### config.mk
export PLATFORM = sky130hd
export DESIGN_NAME = wb_arb
export DESIGN_NICKNAME = d
export VERILOG_FILES = /design/src/rtl/wb_arb.sv
export SDC_FILE = /design/constraint.sdc
export NUM_CORES = 1
export LEC_CHECK = 0
export ABC_AREA = 1
export CORE_UTILIZATION = 46
export CTS_CLUSTER_DIAMETER = 40
export CTS_CLUSTER_SIZE = 8
export DETAILED_ROUTE_END_ITERATION = 10
export GPL_TIMING_DRIVEN = 1
export HOLD_SLACK_MARGIN = 0.12
export MAX_ROUTING_LAYER = met4
export PLACE_DENSITY_LB_ADDON = 0.25
export SETUP_SLACK_MARGIN = 0.3
export SLEW_MARGIN = 10
export SYNTH_ARGS = -nofsm -noshare
export SYNTH_HDL_FRONTEND = slang
export SYNTH_SLANG_ARGS = --single-unit
### constraint.sdc
create_clock -name i_clk -period 4.7 [get_ports i_clk]
set_clock_uncertainty 0.15 [all_clocks]
set_input_delay 0.94 -clock i_clk [delete_from_list [all_inputs] [get_ports i_clk]]
set_output_delay 0.94 -clock i_clk [all_outputs]
set_load 0.01 [all_outputs]
### src/rtl/wb_arb.sv
// ============================================================================
// Module   : wb_arb
// Brief    : Round-robin write-back arbiter for a 32x32 register file with a
//            pending-write scoreboard. Optional forwarding: WB_ARB_FWD_EN.
// Revision : 1.0
// ============================================================================
`default_nettype none

module wb_arb #(
  parameter int DW = 32,
  parameter int AW = 5
) (
  input  logic              i_clk,
  input  logic              i_rst,
  input  logic              i_req0_valid,
  input  logic [AW-1:0]     i_req0_reg,
  input  logic [DW-1:0]     i_req0_val,
  output logic              o_req0_ready,
  input  logic              i_req1_valid,
  input  logic [AW-1:0]     i_req1_reg,
  input  logic [DW-1:0]     i_req1_val,
  output logic              o_req1_ready,
  input  logic              i_iss_valid,
  input  logic [AW-1:0]     i_iss_reg,
  output logic              o_iss_ready,
  output logic [2**AW-1:0]  o_pending,
`ifdef WB_ARB_FWD_EN
  output logic              o_fwd_valid,
  output logic [AW-1:0]     o_fwd_reg,
  output logic [DW-1:0]     o_fwd_val,
`endif
  output logic              o_wb_we,
  output logic [AW-1:0]     o_wb_reg,
  output logic [DW-1:0]     o_wb_val
);

  localparam int C_NREG = 2**AW;

  logic              r_rr;          // 0: port 0 preferred, 1: port 1 preferred
  logic [C_NREG-1:0] r_pending;
  logic              r_wb_we;
  logic [AW-1:0]     r_wb_reg;
  logic [DW-1:0]     r_wb_val;

  logic              w_gnt0;
  logic              w_gnt1;
  logic              w_xfer;
  logic [AW-1:0]     w_sel_reg;
  logic [DW-1:0]     w_sel_val;
  logic              w_iss_ready;
  logic              w_claim;
  logic [C_NREG-1:0] w_pend_nxt;

  always_comb begin
    w_gnt0 = 1'b0;
    w_gnt1 = 1'b0;
    if (!i_rst) begin
      if (i_req0_valid && (!i_req1_valid || !r_rr)) begin
        w_gnt0 = 1'b1;
      end else if (i_req1_valid) begin
        w_gnt1 = 1'b1;
      end
    end
  end

  assign w_xfer    = w_gnt0 | w_gnt1;
  assign w_sel_reg = w_gnt1 ? i_req1_reg : i_req0_reg;
  assign w_sel_val = w_gnt1 ? i_req1_val : i_req0_val;

  // Readiness looks at the pre-clear bit so a retiring producer cannot
  // be overtaken by a new claim on the same register in the same cycle.
  assign w_iss_ready = ~r_pending[i_iss_reg] | (i_iss_reg == '0);
  assign w_claim     = i_iss_valid & w_iss_ready;

  // Set is applied after clear so a new producer wins a same-cycle collision.
  always_comb begin
    w_pend_nxt = r_pending;
    if (w_xfer) begin
      w_pend_nxt[w_sel_reg] = 1'b0;
    end
    if (w_claim) begin
      w_pend_nxt[i_iss_reg] = 1'b1;
    end
    w_pend_nxt[0] = 1'b0;
  end

  always_ff @(posedge i_clk) begin
    if (i_rst) begin
      r_rr      <= 1'b0;
      r_pending <= '0;
      r_wb_we   <= 1'b0;
      r_wb_reg  <= '0;
      r_wb_val  <= '0;
    end else begin
      r_pending <= w_pend_nxt;
      r_wb_we   <= w_xfer && (w_sel_reg != '0);
      if (w_xfer) begin
        r_wb_reg <= w_sel_reg;
        r_wb_val <= w_sel_val;
        r_rr     <= w_gnt0;
      end
    end
  end

  assign o_req0_ready = w_gnt0;
  assign o_req1_ready = w_gnt1;
  assign o_iss_ready  = w_iss_ready;
  assign o_pending    = r_pending;
  assign o_wb_we      = r_wb_we;
  assign o_wb_reg     = r_wb_reg;
  assign o_wb_val     = r_wb_val;

`ifdef WB_ARB_FWD_EN
  assign o_fwd_valid = w_xfer && (w_sel_reg != '0);
  assign o_fwd_reg   = w_sel_reg;
  assign o_fwd_val   = w_sel_val;
`endif

endmodule

`default_nettype wire

==> summary.log, run 1 <==
qor: outcome.run_status complete, no violations
qor: floorplanning.floorplan.initialDensity 47.5%
qor: synth.synth.yosys.seq_area_share 38.2%
qor: layout.post_route_cells_drive_above_1_share 5.96%
qor: critical_path.crit_top_cell nand2_1
qor: floorplanning.fp.coreArea 7730 sq um
qor: synth.post_synth_num_cell_types 28
qor: synth.synthesis.yosys.warnings 0
qor: grt.grt_pass1_wl 19400 um
qor: clock_network.clock_latency_at_the_later_pin_of_the_worst_skew_pair 0.34 ns
qor: critical_path.start_kind input pin
qor: sta.final-max-slew-violation-count 0
qor: critical_path.slowest_stage_delay_on_critical_path 0.63 ns
qor: route.ant_nets 0
qor: grt.initial_antenna_violation_count 0
qor: critical_path.required 3.61 ns
qor: synth.synthDominantCellAreaShare 38.2%
qor: synth.synth_edf_count 0
qor: layout.largest_register_ff_count 32
qor: critical_path.worstSetupEndpointType output port
qor: sta.final_critical_path_setup_slack 0.517 ns
qor: sta.hold_viol_final 0
qor: clock_network.cts.sink_count 70
qor: placement.portBuffers 155
qor: critical_path.setup.reg_to_reg.worst_slack 2.27 ns
qor: route.route.detailed.drc 0
qor: sta.grt_setup_unrepaired no
qor: floorplanning.die_width 91.3 um
qor: synth.synth.area.mux_share 0%
qor: grt.grt_start_max_net_pins 74
qor: synth.synthesis.instances 532
qor: synth.synth_common_cells 155 x nand2_1, 70 x dfxtp_1, 40 x o21ai_0
qor: clock_network.cts.root.buffer_cell clkbuf_8
qor: layout.filler_cell_count_in_the_final_layout 670
qor: layout.final_cells 773
qor: placement.hpwl 8470 um
qor: clock_network.cts.repair.resized 0
qor: synth.synth-async-reset-ratio 0%
qor: floorplanning.die_y 91.3 um
qor: grt.grt_pass1_vias 4048
qor: synth.synthXorXnorAreaFrac 0%
qor: route.detail_route.first_pass.iterations 5
qor: synth.synthDominantAreaCellType dfxtp_1
qor: critical_path.cp.arrival 3.09 ns
qor: hold_path.min_from o_wb_reg[0]
qor: route.wire_per_inst 15.4 um
qor: route.route.detailed.vias_per_inst 5.50
qor: hold_path.worst_hold_path.num_cells 2
qor: synth.synthSimpleGateAreaFrac 32.1%
qor: layout.antenna-diode-count 0
qor: clock_network.cts_tree yes
qor: sta.final.setup.tns 0 ns
qor: sta.fmax 239 MHz
qor: grt.total_grt_usage 30.2%
qor: critical_path.timing.critical_path.cells clkdlybuf4s50_1, buf_4, nand2_1, nand2_1, nand2_1, nand2_1, nand2_1, nand2_2, nor4_1, clkdlybuf4s50_1
qor: route.violation_count_after_the_first_detailed_routing_iteration 338
qor: synth.netlist_top_cells_area dfxtp_1 38%, nand2_1 16%, nand4_1 5.5%
qor: critical_path.rr_worst_depth 10
qor: layout.nNetsFinal 750
qor: clock_network.clock_tree.htree_level_count 3
qor: run.drv_cap 0
qor: critical_path.cpMaxStageDelayCell clkdlybuf4s50_1
qor: critical_path.timing.setup.critical_path_class in -> out
qor: sta.fin_crit_period 4.18 ns
qor: sta.final.period_utilization 89.0%
qor: clock_network.cts_hold_repair.buffers 0
qor: clock_network.cts_max_path_buffers 2
qor: clock_network.cts_inserted_buffers 9
qor: clock_network.cts_setup_buffers 0
qor: hold_path.min_to o_wb_reg[0]
qor: pwr.power.ir.vdd_worst 0.187 mV
qor: route.route.final.wire_length 11900 um
qor: critical_path.startpoint_of_the_most_critical_register_to_register_path r_rr
qor: hold_path.hp-class reg -> reg
qor: floorplanning.placementRows 32
qor: floorplanning.overall_die_area 8340 sq um
qor: synth.post-synth-top-count-cell nand2_1
qor: synth.synth_ff_type dfxtp_1
qor: layout.syn_to_final_growth 45.5%
qor: placement.routability_cong 0.905
qor: route.dr_total_vias 4248
qor: synth.complex_gate_fraction_of_the_synthesized_area 20.3%
qor: sta.final-setup-viol-count 0
qor: floorplanning.boundaryPins 157
qor: grt.final_global_route_overflow_total 0
qor: clock_network.cts.clk_slew.worst_paths 0.08 ns
qor: synth.ff_latch_count_synth 70
qor: synth.synth_area_per_cell 6.90 sq um
qor: sta.slew_headroom 23.1%
qor: synth.syn-cell-area 3670 sq um
qor: synth.main_combinational_cell_family_by_area_after_synthesis simple AND/OR/NAND/NOR gates
qor: critical_path.critPathMaxFanout 9
qor: pwr.leakagePower 2.05 nW
qor: critical_path.reg2reg_to o_pending[27]
qor: synth.synth_fa_ha_area_share 0%
qor: sta.timing_worst_slew_pin_value 1.15 ns
qor: synth.synth_fp_nets 616
qor: pwr.power_dens_cells 272 nW/um^2
qor: placement.dpl.cell_count 757
qor: placement.pre_cts_ws 0.527 ns
-- per-stage QoR --
step	power (mW)	utilization, %	instance area (sq um)	hold slack, ns
floorplan	0.799	-	3670	0.337
global placement	0.963	66.5	5140	0.302
detailed placement	0.967	66.5	5140	0.311
CTS	1.45	69.1	5340	0.321
global route	1.52	69.1	5340	0.359
finish	1.45	69.1	5340	0.320
-- power by group --
group,switching [mW],internal (mW),total (mW)
logic,0.156,0.155,0.311
clock network,0.236,0.258,0.494
registers,0.0183,0.627,0.646
-- cells in the final DEF (no fill, tap or decap), drive strengths merged --
cell / count
dfxtp: 70
clkinv: 4
a31oi: 31
nor4: 1
nand2: 163
conb: 1
nor2: 40
clkdlybuf4s50: 155
nand3: 16
o21ai: 71
inv: 23
clkinvlp: 1
clkbuf: 10
bufinv: 1
buf: 5
nor3: 9
a21oi: 37
nand4: 33
-- worst max path at each step --
stage | from | to | slack [ns] | depth (start not counted)
2_1_floorplan | i_iss_reg[0] | o_iss_ready | 1.62 | 9
3_3_place_gp | i_iss_reg[0] | o_iss_ready | 0.51 | 10
3_5_place_dp | i_iss_reg[0] | o_iss_ready | 0.53 | 10
4_1_cts | i_iss_reg[0] | o_iss_ready | 0.52 | 10
5_1_grt | i_iss_reg[0] | o_iss_ready | 0.39 | 9
6_report | i_iss_reg[0] | o_iss_ready | 0.52 | 10
-- cells by family (layout without fill, tap and decap cells) --
group | after synthesis | count (layout)
simple gates | 262 | 262
compound gates | 139 | 139
flops | 70 | 70
other cells | 1 | 1
buf+inv | 60 | 199
-- routing by layer --
| metal | global-route usage [%] | vias to the layer above | part of all wire (%) |
|---|---|---|---|
| met3 | 6.45 | 17 | 7.1 |
| met2 | 50.4 | 205 | 48 |
| li1 | - | 2089 | - |
| met1 | 36.3 | 1937 | 43 |
| met5 | - | - | 0 |
| met4 | 9.79 | 0 | 1.5 |
-- critical path: cells and delay by family --
family | cells | cell delay, ns
buf+inv | 3 | 1.50
simple gates | 7 | 0.66
-- area by class of cell --
cell class	count	area [sq um]	share of cell area [%]
clock inverter	6	61.3	1.15
timing repair buffer	160	1590	29.8
multi-input combinational	402	1930	36.1
tap	102	128	2.39
clock buffer	10	138	2.58
inverter	23	93.8	1.76
sequential	70	1400	26.2
(Power assumes the default switching activity.)
==> inputs of run 2 (changes only) <==
--- a/config.mk
+++ b/config.mk
@@ -6,7 +6,7 @@
 export NUM_CORES = 1
 export LEC_CHECK = 0
 export ABC_AREA = 1
-export CORE_UTILIZATION = 46
+export CORE_UTILIZATION = 39
 export CTS_CLUSTER_DIAMETER = 40
 export CTS_CLUSTER_SIZE = 8
 export DETAILED_ROUTE_END_ITERATION = 10
==> constraint.sdc (replaced) <==
create_clock -name i_clk -period 3.4 [get_ports i_clk]
set_clock_uncertainty 0.15 [all_clocks]
set_input_delay 0.68 -clock i_clk [delete_from_list [all_inputs] [get_ports i_clk]]
set_output_delay 0.68 -clock i_clk [all_outputs]
set_load 0.01 [all_outputs]
==> summary.log, run 2 (synthesis gave the netlist of run 1 again) <==
qor: placement.hpwl 8790 um
qor: critical_path.cpMaxStageDelayCell clkdlybuf4s50_1
qor: critical_path.setup.reg_to_reg.worst_slack 1.37 ns
qor: route.ant_nets 0
qor: route.wire_per_inst 15.5 um
qor: clock_network.cts.root.buffer_cell clkbuf_8
qor: sta.final.period_utilization 86.7%
qor: clock_network.cts_setup_buffers 0
qor: critical_path.crit_top_cell clkdlybuf4s50_1
qor: layout.antenna-diode-count 0
qor: layout.largest_register_ff_count 32
qor: critical_path.slowest_stage_delay_on_critical_path 0.56 ns
qor: sta.fmax 339 MHz
qor: outcome.run_status complete, no violations
qor: grt.initial_antenna_violation_count 0
qor: critical_path.rr_worst_depth 10
qor: grt.grt_start_max_net_pins 70
qor: layout.nNetsFinal 761
qor: clock_network.cts_inserted_buffers 9
qor: grt.total_grt_usage 26.2%
qor: placement.postPlaceCellArea 5230 sq um
qor: run.drv_cap 0
qor: critical_path.critPathBufInv 4
qor: pwr.design_power_total 2.03 mW
qor: floorplanning.die_width 99.0 um
qor: route.route.detailed.drc 0
qor: critical_path.path_delay_family buffers and inverters
qor: sta.final-setup-viol-count 0
qor: critical_path.reg2reg_to o_pending[13]
qor: placement.portBuffers 155
qor: sta.final.setup.tns 0 ns
qor: floorplanning.floorplan.initialDensity 39.9%
qor: layout.layout.core_utilization 59.6%
qor: critical_path.worstSetupEndpointType output port
qor: clock_network.cts.clk_slew.worst_paths 0.08 ns
qor: sta.final-max-slew-violation-count 0
qor: clock_network.cts_tree yes
qor: clock_network.clock_tree.htree_level_count 3
qor: route.route.final.wire_length 12300 um
qor: layout.syn_to_final_growth 49.4%
qor: floorplanning.fp.coreArea 9200 sq um
qor: layout.filler_cell_count_in_the_final_layout 910
qor: pwr.power.ir.vdd_worst 0.208 mV
qor: floorplanning.placementRows 35
qor: clock_network.clock_latency_at_the_later_pin_of_the_worst_skew_pair 0.35 ns
qor: pwr.power_dens_cells 371 nW/um^2
qor: sta.timing_worst_slew_pin_value 0.573 ns
qor: critical_path.timing.setup.critical_path_class in -> out
qor: sta.slew_headroom 61.8%
qor: sta.fin_crit_period 2.95 ns
qor: floorplanning.die_y 99.0 um
qor: clock_network.cts_hold_repair.buffers 0
qor: sta.hold_viol_final 0
qor: grt.grt_pass1_vias 4157
qor: sta.fin_hold_ws 0.333 ns
qor: hold_path.min_to o_wb_reg[0]
qor: hold_path.hp-class reg -> reg
qor: critical_path.start_kind input pin
qor: critical_path.startpoint_of_the_most_critical_register_to_register_path r_rr
qor: critical_path.cp.arrival 2.12 ns
qor: critical_path.required 2.57 ns
qor: hold_path.worst_hold_path.num_cells 2
qor: layout.layout_commonest_cell nand2_1
qor: sta.grt_setup_unrepaired no
qor: grt.grt_pass1_wl 19800 um
qor: pwr.leakagePower 2.11 nW
qor: route.route.detailed.vias_per_inst 5.48
qor: layout.fin_area 5480 sq um
qor: clock_network.cts_max_path_buffers 2
qor: layout.post_route_cells_drive_above_1_share 9.09%
qor: route.dr_total_vias 4348
qor: placement.routability_cong 0.920
qor: grt.final_global_route_overflow_total 0
qor: route.detail_route.first_pass.iterations 5
qor: route.violation_count_after_the_first_detailed_routing_iteration 245
qor: critical_path.critPathMaxFanout 11
qor: hold_path.min_from o_wb_reg[0]
qor: floorplanning.boundaryPins 157
qor: clock_network.cts.sink_count 70
qor: layout.mostFrequentLayoutCells 155 x nand2_1, 153 x clkdlybuf4s50_1, 70 x dfxtp_1
qor: critical_path.timing.critical_path.cells clkdlybuf4s50_1, inv_4, nand3_2, inv_1, clkdlybuf4s50_1
qor: floorplanning.overall_die_area 9800 sq um
-- run 2: cell types whose count changed in the layout (fill, tap and decap cells not counted), sizes merged --
cell	previous run	this run
clkdlybuf4s50	155	153
clkbuf	10	12
clkinv	4	1
dlygate4sd2	0	1
buf	5	16
clkinvlp	1	3
-- run 2: area by class of cell --
| class | count | area, sq um | area share (%) |
|---|---|---|---|
| Sequential cell | 70 | 1400 | 25.6 |
| Timing Repair Buffer | 171 | 1670 | 30.4 |
| Multi-Input combinational cell | 402 | 1970 | 35.9 |
| Inverter | 23 | 93.8 | 1.71 |
| Clock inverter | 5 | 57.6 | 1.05 |
| Tap cell | 111 | 139 | 2.53 |
| Clock buffer | 11 | 151 | 2.76 |
-- run 2: where the power goes --
| group | total [mW] | switching, mW | internal (mW) |
|---|---|---|---|
| combinational | 0.442 | 0.221 | 0.220 |
| clock | 0.701 | 0.324 | 0.377 |
| sequential | 0.892 | 0.0250 | 0.867 |
-- run 2: worst max path at each step --
| stage | depth (start not counted) | start | to |
|---|---|---|---|
| 2_1_floorplan | 9 | i_iss_reg[0] | o_iss_ready |
| 3_5_place_dp | 10 | i_iss_reg[0] | o_iss_ready |
| 3_3_place_gp | 10 | i_iss_reg[0] | o_iss_ready |
| 6_report | 5 | i_rst | o_req0_ready |
| 4_1_cts | 8 | i_iss_reg[1] | o_iss_ready |
| 5_1_grt | 5 | i_rst | o_req1_ready |
-- run 2: stage by stage --
stage / setup slack, ns / instances
5_1_grt: 0.362 / 793
4_1_cts: 0.328 / 793
2_1_floorplan: 0.844 / 532
3_3_place_gp: -0.102 / 777
3_5_place_dp: -0.113 / 777
6_report: 0.453 / 793
-- run 2: metal layers --
metal	vias to the layer above	global-route usage, %	routed length (um)
li1	2114	-	-
met1	1983	29.9	4980
met2	227	43.2	5840
met3	24	7.87	1180
met4	0	10.1	249
met5	-	-	0
-- run 2: worst register-to-register path, delay by kind of cell (launching register included) --
family / cells / cell delay, ns
simple gates: 5 / 0.74
flops: 1 / 0.37
compound gates: 2 / 0.35
buf+inv: 3 / 0.30
-- run 2: what timing repair did --
action                                 in CTS  in global routing
endpoints found under the hold margin       0                  0
setup endpoints to repair                   1                  1
gates resized for setup                     4                 11
